$ cat src/rtl/mmio_interconnect_if.sv
// Bus bundle between the memory-bus master and the peripheral side of mmio_interconnect.
// The interconnect takes the slave modport (it is the slave of the master bus); the environment takes master.
interface mmio_interconnect_if #(
    parameter int NUM_SLAVES = 9
);
    logic [31:0]              address_in;
    logic                     read_in;
    logic                     write_in;
    logic [3:0]               write_mask_in;
    logic [31:0]              write_value_in;
    logic [31:0]              read_value_out;
    logic                     ready_out;
    logic [NUM_SLAVES-1:0]    sel_out;
    logic [NUM_SLAVES*32-1:0] slave_read_value_in;
    logic [NUM_SLAVES-1:0]    slave_ready_in;
    logic [3:0]               write_mask_out;
    logic [31:0]              write_value_out;

    modport slave (
        input  address_in, read_in, write_in, write_mask_in, write_value_in,
        input  slave_read_value_in, slave_ready_in,
        output read_value_out, ready_out, sel_out, write_mask_out, write_value_out
    );

    modport master (
        output address_in, read_in, write_in, write_mask_in, write_value_in,
        output slave_read_value_in, slave_ready_in,
        input  read_value_out, ready_out, sel_out, write_mask_out, write_value_out
    );
endinterface

$ cat src/rtl/mmio_interconnect.sv
// Address-window decoder and read/ready mux between the memory bus and NUM_SLAVES peripherals,
// with an error completion for unmapped addresses, a wait-state watchdog and sticky error capture.
module mmio_interconnect #(
    parameter int                       NUM_SLAVES = 9,
    parameter logic [NUM_SLAVES*32-1:0] SLAVE_BASE = '0,
    parameter logic [NUM_SLAVES*32-1:0] SLAVE_MASK = '0,
    parameter int                       TIMEOUT    = 255,
    parameter logic [31:0]              ERR_VALUE  = 32'hDEADBEEF
) (
    input  logic               clk,
    input  logic               reset,
    mmio_interconnect_if.slave bus,
    output logic               err_valid_out,
    output logic               err_timeout_out,
    output logic [31:0]        err_address_out,
    output logic [7:0]         err_count_out,
    input  logic               err_clear_in
);
    localparam int CNT_W = (TIMEOUT > 0) ? $clog2(TIMEOUT + 1) : 1;
    localparam int IDX_W = (NUM_SLAVES > 1) ? $clog2(NUM_SLAVES) : 1;

    typedef enum logic [1:0] {IDLE, WAIT, ERR} state_t;

    state_t           state, state_next;
    logic [CNT_W-1:0] cnt, cnt_next;
    logic [IDX_W-1:0] winner;
    logic             access;
    logic             hit_any;
    logic             sel_active;
    logic             slave_ready;
    logic             err_enter;

    assign access = bus.read_in | bus.write_in;

    // Scan from the top so the lowest matching index is the one left standing.
    always_comb begin
        hit_any = 1'b0;
        winner  = '0;
        for (int i = NUM_SLAVES - 1; i >= 0; i--) begin
            if ((bus.address_in & SLAVE_MASK[32*i +: 32]) ==
                (SLAVE_BASE[32*i +: 32] & SLAVE_MASK[32*i +: 32])) begin
                hit_any = 1'b1;
                winner  = IDX_W'(i);
            end
        end
    end

    assign sel_active  = access & hit_any & (state != ERR);
    assign slave_ready = bus.slave_ready_in[winner];
    assign err_enter   = (state_next == ERR);

    always_comb begin
        bus.sel_out        = '0;
        bus.write_mask_out = 4'h0;
        bus.ready_out      = 1'b0;
        bus.read_value_out = 32'h0;
        if (state == ERR) begin
            bus.ready_out      = 1'b1;
            bus.read_value_out = ERR_VALUE;
        end else if (sel_active) begin
            bus.sel_out[winner] = 1'b1;
            bus.write_mask_out  = bus.write_mask_in;
            bus.ready_out       = slave_ready;
            if (slave_ready) begin
                bus.read_value_out = bus.slave_read_value_in[winner*32 +: 32];
            end
        end
    end

    assign bus.write_value_out = bus.write_value_in;

    // cnt counts cycles spent waiting on the selected slave; it is not restarted by address changes.
    always_comb begin
        state_next = state;
        cnt_next   = cnt;
        case (state)
            IDLE: begin
                cnt_next = '0;
                if (access) begin
                    if (!hit_any) begin
                        state_next = ERR;
                    end else if (!slave_ready) begin
                        state_next = WAIT;
                        cnt_next   = CNT_W'(1);
                    end
                end
            end
            WAIT: begin
                if (bus.ready_out || !access) begin
                    state_next = IDLE;
                    cnt_next   = '0;
                end else if (TIMEOUT != 0 && cnt == CNT_W'(TIMEOUT)) begin
                    state_next = ERR;
                    cnt_next   = '0;
                end else begin
                    cnt_next = cnt + CNT_W'(1);
                end
            end
            ERR: begin
                state_next = IDLE;
                cnt_next   = '0;
            end
            default: begin
                state_next = IDLE;
                cnt_next   = '0;
            end
        endcase
    end

    always_ff @(posedge clk) begin
        if (reset) begin
            state <= IDLE;
            cnt   <= '0;
        end else begin
            state <= state_next;
            cnt   <= cnt_next;
        end
    end

    // A new error outranks a simultaneous clear so the event that caused it is never lost.
    always_ff @(posedge clk) begin
        if (reset) begin
            err_valid_out   <= 1'b0;
            err_timeout_out <= 1'b0;
            err_address_out <= 32'h0;
            err_count_out   <= 8'h0;
        end else if (err_enter) begin
            err_valid_out   <= 1'b1;
            err_timeout_out <= (state == WAIT);
            err_address_out <= bus.address_in;
            if (err_clear_in) begin
                err_count_out <= 8'd1;
            end else if (err_count_out != 8'hFF) begin
                err_count_out <= err_count_out + 8'd1;
            end
        end else if (err_clear_in) begin
            err_valid_out <= 1'b0;
            err_count_out <= 8'h0;
        end
    end
endmodule

$ cat src/flat_wrapper.sv
// flat-port wrapper written by rule: the top's interface ports become plain ports
module mmio_interconnect_flat 
#(
    parameter int                       NUM_SLAVES = 9,
    parameter logic [NUM_SLAVES*32-1:0] SLAVE_BASE = '0,
    parameter logic [NUM_SLAVES*32-1:0] SLAVE_MASK = '0,
    parameter int                       TIMEOUT    = 255,
    parameter logic [31:0]              ERR_VALUE  = 32'hDEADBEEF
)
  (clk, reset, err_valid_out, err_timeout_out, err_address_out, err_count_out, err_clear_in, bus_address_in, bus_read_in, bus_write_in, bus_write_mask_in, bus_write_value_in, bus_slave_read_value_in, bus_slave_ready_in, bus_read_value_out, bus_ready_out, bus_sel_out, bus_write_mask_out, bus_write_value_out);
  mmio_interconnect_if #(.NUM_SLAVES(NUM_SLAVES)) bus_i ();
  input  logic clk;
  input  logic reset;
  output logic err_valid_out;
  output logic err_timeout_out;
  output logic [31:0] err_address_out;
  output logic [7:0] err_count_out;
  input  logic err_clear_in;
  input wire logic [$bits(bus_i.address_in)-1:0] bus_address_in;
  input wire logic [$bits(bus_i.read_in)-1:0] bus_read_in;
  input wire logic [$bits(bus_i.write_in)-1:0] bus_write_in;
  input wire logic [$bits(bus_i.write_mask_in)-1:0] bus_write_mask_in;
  input wire logic [$bits(bus_i.write_value_in)-1:0] bus_write_value_in;
  input wire logic [$bits(bus_i.slave_read_value_in)-1:0] bus_slave_read_value_in;
  input wire logic [$bits(bus_i.slave_ready_in)-1:0] bus_slave_ready_in;
  output wire logic [$bits(bus_i.read_value_out)-1:0] bus_read_value_out;
  output wire logic [$bits(bus_i.ready_out)-1:0] bus_ready_out;
  output wire logic [$bits(bus_i.sel_out)-1:0] bus_sel_out;
  output wire logic [$bits(bus_i.write_mask_out)-1:0] bus_write_mask_out;
  output wire logic [$bits(bus_i.write_value_out)-1:0] bus_write_value_out;
  assign bus_i.address_in = bus_address_in;
  assign bus_i.read_in = bus_read_in;
  assign bus_i.write_in = bus_write_in;
  assign bus_i.write_mask_in = bus_write_mask_in;
  assign bus_i.write_value_in = bus_write_value_in;
  assign bus_i.slave_read_value_in = bus_slave_read_value_in;
  assign bus_i.slave_ready_in = bus_slave_ready_in;
  assign bus_read_value_out = bus_i.read_value_out;
  assign bus_ready_out = bus_i.ready_out;
  assign bus_sel_out = bus_i.sel_out;
  assign bus_write_mask_out = bus_i.write_mask_out;
  assign bus_write_value_out = bus_i.write_value_out;
  mmio_interconnect #(.NUM_SLAVES(NUM_SLAVES), .SLAVE_BASE(SLAVE_BASE), .SLAVE_MASK(SLAVE_MASK), .TIMEOUT(TIMEOUT), .ERR_VALUE(ERR_VALUE)) u_core (.clk(clk), .reset(reset), .bus(bus_i), .err_valid_out(err_valid_out), .err_timeout_out(err_timeout_out), .err_address_out(err_address_out), .err_count_out(err_count_out), .err_clear_in(err_clear_in));
endmodule
$ cat config.mk
export PLATFORM = sky130hd
export DESIGN_NAME = mmio_interconnect_flat
export DESIGN_NICKNAME = d
export VERILOG_FILES = /design/src/rtl/mmio_interconnect_if.sv /design/src/rtl/mmio_interconnect.sv /design/src/flat_wrapper.sv
export SDC_FILE = /design/constraint.sdc
export NUM_CORES = 1
export LEC_CHECK = 0
export CAP_MARGIN = 20
export CORE_AREA = 2 2 192 194
export DETAILED_ROUTE_END_ITERATION = 12
export DIE_AREA = 0 0 194 196
export SLEW_MARGIN = 20
export SYNTH_ARGS = -nofsm -noshare
export SYNTH_HDL_FRONTEND = slang
export SYNTH_SLANG_ARGS = --single-unit
$ cat constraint.sdc
create_clock -name clk -period 1.99 [get_ports clk]
set_clock_uncertainty 0.2 [all_clocks]
set_input_delay 0.398 -clock clk [delete_from_list [all_inputs] [get_ports clk]]
set_output_delay 0.398 -clock clk [all_outputs]
set_load 0.005 [all_outputs]
Word-level counts from Yosys, hierarchy flattened. Index checks and enable logic that the tools add are counted.

Register bits after elaboration: 52. Input bits: 370. Output and inout bits: 120. Word-level logic and storage cells: 47.

Add/sub/neg operators: 2. Equality and inequality tests: 6. Multiplexer cells: 25. Bitwise operators: 2. Reductions and logical operators: 6.

Operator list (number): two-way mux 32 bit (3); two-way mux 8 bit (6); adder 8 x 1 -> 8 bit, second input constant (2); case mux 8 bit (2 select lines) (1); equality test 8 bit, second input constant (1); two-way mux 1 bit (8); two-way mux 2 bit (4); two-way mux 4 bit (2); != test 8 bit, second input constant (1); equality test 2 bit, second input constant (2); case mux 2 bit (2 select lines) (1); nonzero test 2 bit (2); equality test 2 x 1 -> 1 bit, second input constant (1); zero test 2 bit (1); != test 2 bit, second input constant (1); AND reduction 2 bit (1); bitwise AND 1 bit (1); zero test 1 bit (1); logical OR 1 bit (1); bitwise OR 1 bit (1).

Logic depth before layout (Yosys ltp).
Depth after elaboration: 10. Gate-level depth with buffers: 8. Mapped depth without buffers: 6.

Least setup slack after synthesis. OpenSTA, ideal clock, no wires.

Path type: reg-to-output. From: reg u_core.state[0]. To: out bus_read_value_out[10]. Arrival: 1.391 ns. Data required time: 1.392 ns. Setup slack: 0.001 ns. Stages on the path, launching flop included: 9. Buffers on the path: 4. Cell sequence: dfxtp_1 -> buf_2 -> nor2b_1 -> buf_2 -> nor2_2 -> and2_1 -> buf_2 -> buf_4 -> a21o_1.

Longest elaborated chain between the ends: 4. Elaborated cells between the ends (all ways): 5. Classes of those cells: eq/ne: 2; mux: 2; bitwise: 1.

RTL lines: from (decl) (line mmio_interconnect.sv:24) `state_t state, state_next;`; from (signal assigned) (line mmio_interconnect.sv:115) `state <= state_next;`; != test 2 bit (line mmio_interconnect.sv:48) `assign sel_active = access & hit_any & (state != ERR);`; bitwise AND 1 bit (line mmio_interconnect.sv:48); two-way mux 32 bit (line mmio_interconnect.sv:60) `end else if (sel_active) begin`; two-way mux 32 bit (*) (line mmio_interconnect.sv:57) `if (state == ERR) begin`; to (decl) (line flat_wrapper.sv:26) `output wire logic [$bits(bus_i.read_value_out)-1:0] bus_read_value_out;`.

Every way passes the cells marked *; elsewhere a longest branch is shown, timed or not.

Final worst setup path.
From: reg u_core.state[1]. To: out bus_read_value_out[7].

The elaborated chain is that of the path after synthesis.

==> run summary <==
status -> complete, but fails checks
violated checks -> negative setup slack
worst slack at placement -> -0.739 ns
port bufs -> 153
Max Cap Viol -> 0
Overall Global Routing Usage -> 6.26%
Die W -> 194 um
xor/xnor share of the synthesized area -> 2.33%
Hold Violations, Final -> 0
CP max FO -> 6
Core Area -> 0.0361 mm2
Final GP Congestion -> 0.750
vias -> 2,778
antenna violations before repair -> 0
largest net degree at the start of global routing -> 35
Period Utilization, post-route -> 115%
Post-synth EDFFs -> 0
Distinct cells, synth -> 34
top_reg_cell synth -> dfxtp_1
fin. max-slew vios -> 0
initial core utilization -> 7.28%
largest family of logic cells by synthesized area -> simple AND/OR/NAND/NOR gates
diode count -> 0
worst reg2reg path endpoint -> u_core.err_address_out[14]
CTS tree -> done
FF-to-FF path depth -> 8
drt pass-1 iters -> 4
asr flop ratio synth -> 0%
post-route ant nets -> 0
share of cells above drive strength 1 -> 25.9%
overall power -> 2.44 mW
Lkg Pwr -> 1.98 nW
first-pass GRT wire length -> 17,600 um
Worst Setup End Kind -> output pin
grt ovf -> 0
Yosys warnings -> 0
reg-to-reg startpoint -> u_core.cnt[1]
flops & latches, synth -> 52
I/O pin count -> 490
Critical Path RT -> 1.39 ns
# rows -> 70
fin area -> 0.00505 mm2
crit path to -> bus_read_value_out[7]
cell mode on critical path -> buf_6
placed cell area -> 0.00456 mm2
critical path class -> reg -> out
synth-to-layout area growth -> 92.1%
Mean Syn Cell Area -> 7.96 um2
Data arrival, critical path -> 1.70 ns
H-tree Lvls -> 2
Mapped Cells -> 330
Synth Area in Adders -> 0.952%
Setup WS post-layout -> -0.305 ns
Post-Synth Simple-Gate Area -> 25.6%
crit path launch -> u_core.state[1]
Synth Area in Compound Gates -> 15.5%
setup_tns -> -5.29 ns
Remaining DRCs -> 0
Peak Freq -> 436 MHz
vias per inst -> 2.91
Worst VDD drop -> 0.000339 V
Clk pin slew, worst setup/hold paths -> 0.08 ns
RSZ-0062 raised after global routing -> yes
WL/cell -> 13.1 um
fillers -> 4,112
vias in the first global route -> 2,729
Worst-Skew Late Latency -> 0.29 ns
storage element area -> 0.00104 mm2
final net count -> 858
r2r setup slk -> 0.10 ns
PwrDens -> 484 mW/mm2
Die ar. -> 0.0380 mm2
area occupied by multi-input gates -> 0.00130 mm2
Syn Std Cell Area -> 0.00263 mm2
Post-CTS Hold Fix Bufs -> 0
die height -> 196 um
detailed placer's ending HPWL -> 8960 um
Iter 0 DRT Violations -> 68
fin crit period -> 2.30 ns
Worst path max stage delay -> 0.33 ns
sequential area share after synthesis -> 39.6%
Max Buffers Root-to-Sink -> 2
CTS sink count -> 52
Num CTS Buffers -> 5
Hold Path Class -> reg -> reg
CP Launch Type -> flip-flop
crit-path cells -> nor2b_4, nor2_4, and2_4, buf_6, buf_6, buf_6, a21o_1, buf_2
CTS root buf -> clkbuf_16
slowest CP cell -> dfxtp_2
mux cell area share after synthesis -> 0.381%
endpoints failing setup -> 30
final WL -> 12,500 um
power by group:
part | switching (mW) | leakage [nW] | internal [mW] | total (mW)
combinational | 0.133 | 1.48 | 0.256 | 0.389
sequential | 0.00184 | 0.420 | 1.04 | 1.04
clock | 0.413 | 0.0804 | 0.599 | 1.01
total | 0.548 | 1.98 | 1.90 | 2.44
placed cells by master, fill, tap and decap left out, types with 7 or more instances in the layout:
| cell | Yosys | layout |
|---|---|---|
| buf_4 | 42 | 21 |
| conb_1 | 1 | 8 |
| dfxtp_1 | 52 | 49 |
| buf_2 | 6 | 31 |
| buf_6 | 0 | 28 |
| clkdlybuf4s50_1 | 0 | 112 |
| nand2_1 | 66 | 66 |
| a21oi_1 | 38 | 34 |
| and3_1 | 14 | 8 |
| a21o_1 | 24 | 24 |
| nor2_1 | 15 | 14 |
| nand3_1 | 8 | 7 |
worst max-delay path: cells and delay by family, from the launching register on:
family / cells / cell delay (ns)
simple gates: 3 / 0.47
buf+inv: 4 / 0.45
flops: 1 / 0.33
compound gates: 1 / 0.14
repair_timing:
item,4_1_cts,5_1_grt
buffers inserted,21,3
endpoints found under the setup margin,76,56
cloned,6,0
resized for setup,200,22
hold endpoints to repair,0,0
pin swaps,32,19
layer usage:
layer,part of all wire [%],track usage [%],up-vias
met5,0,0,-
met4,0.54,0.982,0
met3,13,3.61,8
met2,53,12.0,135
met1,33,5.77,1281
li1,-,-,1354
Yosys cell counts (2+ instances only):
cell,n,area (um2)
a21o_1,24,180
a21oi_1,38,190
and2_1,7,43.8
and3_1,14,87.6
buf_2,6,30.0
buf_4,42,315
clkbuf_1,11,41.3
dfxtp_1,52,1040
ha_1,2,25.0
inv_1,4,15.0
nand2_1,66,248
nand2b_1,2,12.5
nand3_1,8,40.0
nand3b_1,2,15.0
nor2_1,15,56.3
nor2_2,2,12.5
nor4_1,2,12.5
o21ai_0,6,30.0
or2_2,3,18.8
or3_1,5,31.3
xnor2_1,5,43.8
xor2_1,2,17.5
state kept, by name (all words and copies together), names as in the netlist:
register	cells
u_core.err_address_out	32
u_core.cnt	8
u_core.err_count_out	8
u_core.state	2
u_core.err_timeout_out	1
u_core.err_valid_out	1
area by class of cell:
| type | instances | share of cell area, % |
|---|---|---|
| Clock inverter | 3 | 0.917 |
| Timing Repair Buffer | 202 | 38.2 |
| Tap cell | 468 | 11.6 |
| Multi-Input combinational cell | 221 | 25.8 |
| Inverter | 4 | 0.297 |
| Sequential cell | 52 | 20.7 |
| Clock buffer | 5 | 2.48 |
through the flow:
step	utilization [%]	instances	hold slack, ns
2_1_floorplan	-	337	0.248
3_3_place_gp	12.6	920	0.237
3_5_place_dp	12.6	920	0.246
4_1_cts	13.9	955	0.257
5_1_grt	14.0	955	0.278
6_report	14.0	955	0.255
worst min path at each step:
stage | from | end | cells after the start
3_3_place_gp | u_core.err_address_out[22] | u_core.err_address_out[22] | 2
4_1_cts | u_core.err_address_out[1] | u_core.err_address_out[1] | 2
6_report | u_core.err_address_out[0] | u_core.err_address_out[0] | 2
2_1_floorplan | u_core.err_address_out[0] | u_core.err_address_out[0] | 2
5_1_grt | u_core.err_address_out[29] | u_core.err_address_out[29] | 2
3_5_place_dp | u_core.err_address_out[1] | u_core.err_address_out[1] | 2
kinds of logic (layout without fill, tap and decap cells):
| group | count (synthesis) | after routing |
|---|---|---|
| AO/OA/AOI/OAI | 69 | 69 |
| XOR/XNOR | 7 | 7 |
| adder cells (fa/ha/maj) | 2 | 2 |
| buffers and inverters | 64 | 214 |
| flip-flops | 52 | 52 |
| multiplexers | 1 | 1 |
| other | 1 | 8 |
| AND/OR/NAND/NOR | 134 | 134 |
No activity file was read; power rests on OpenSTA's default activity.
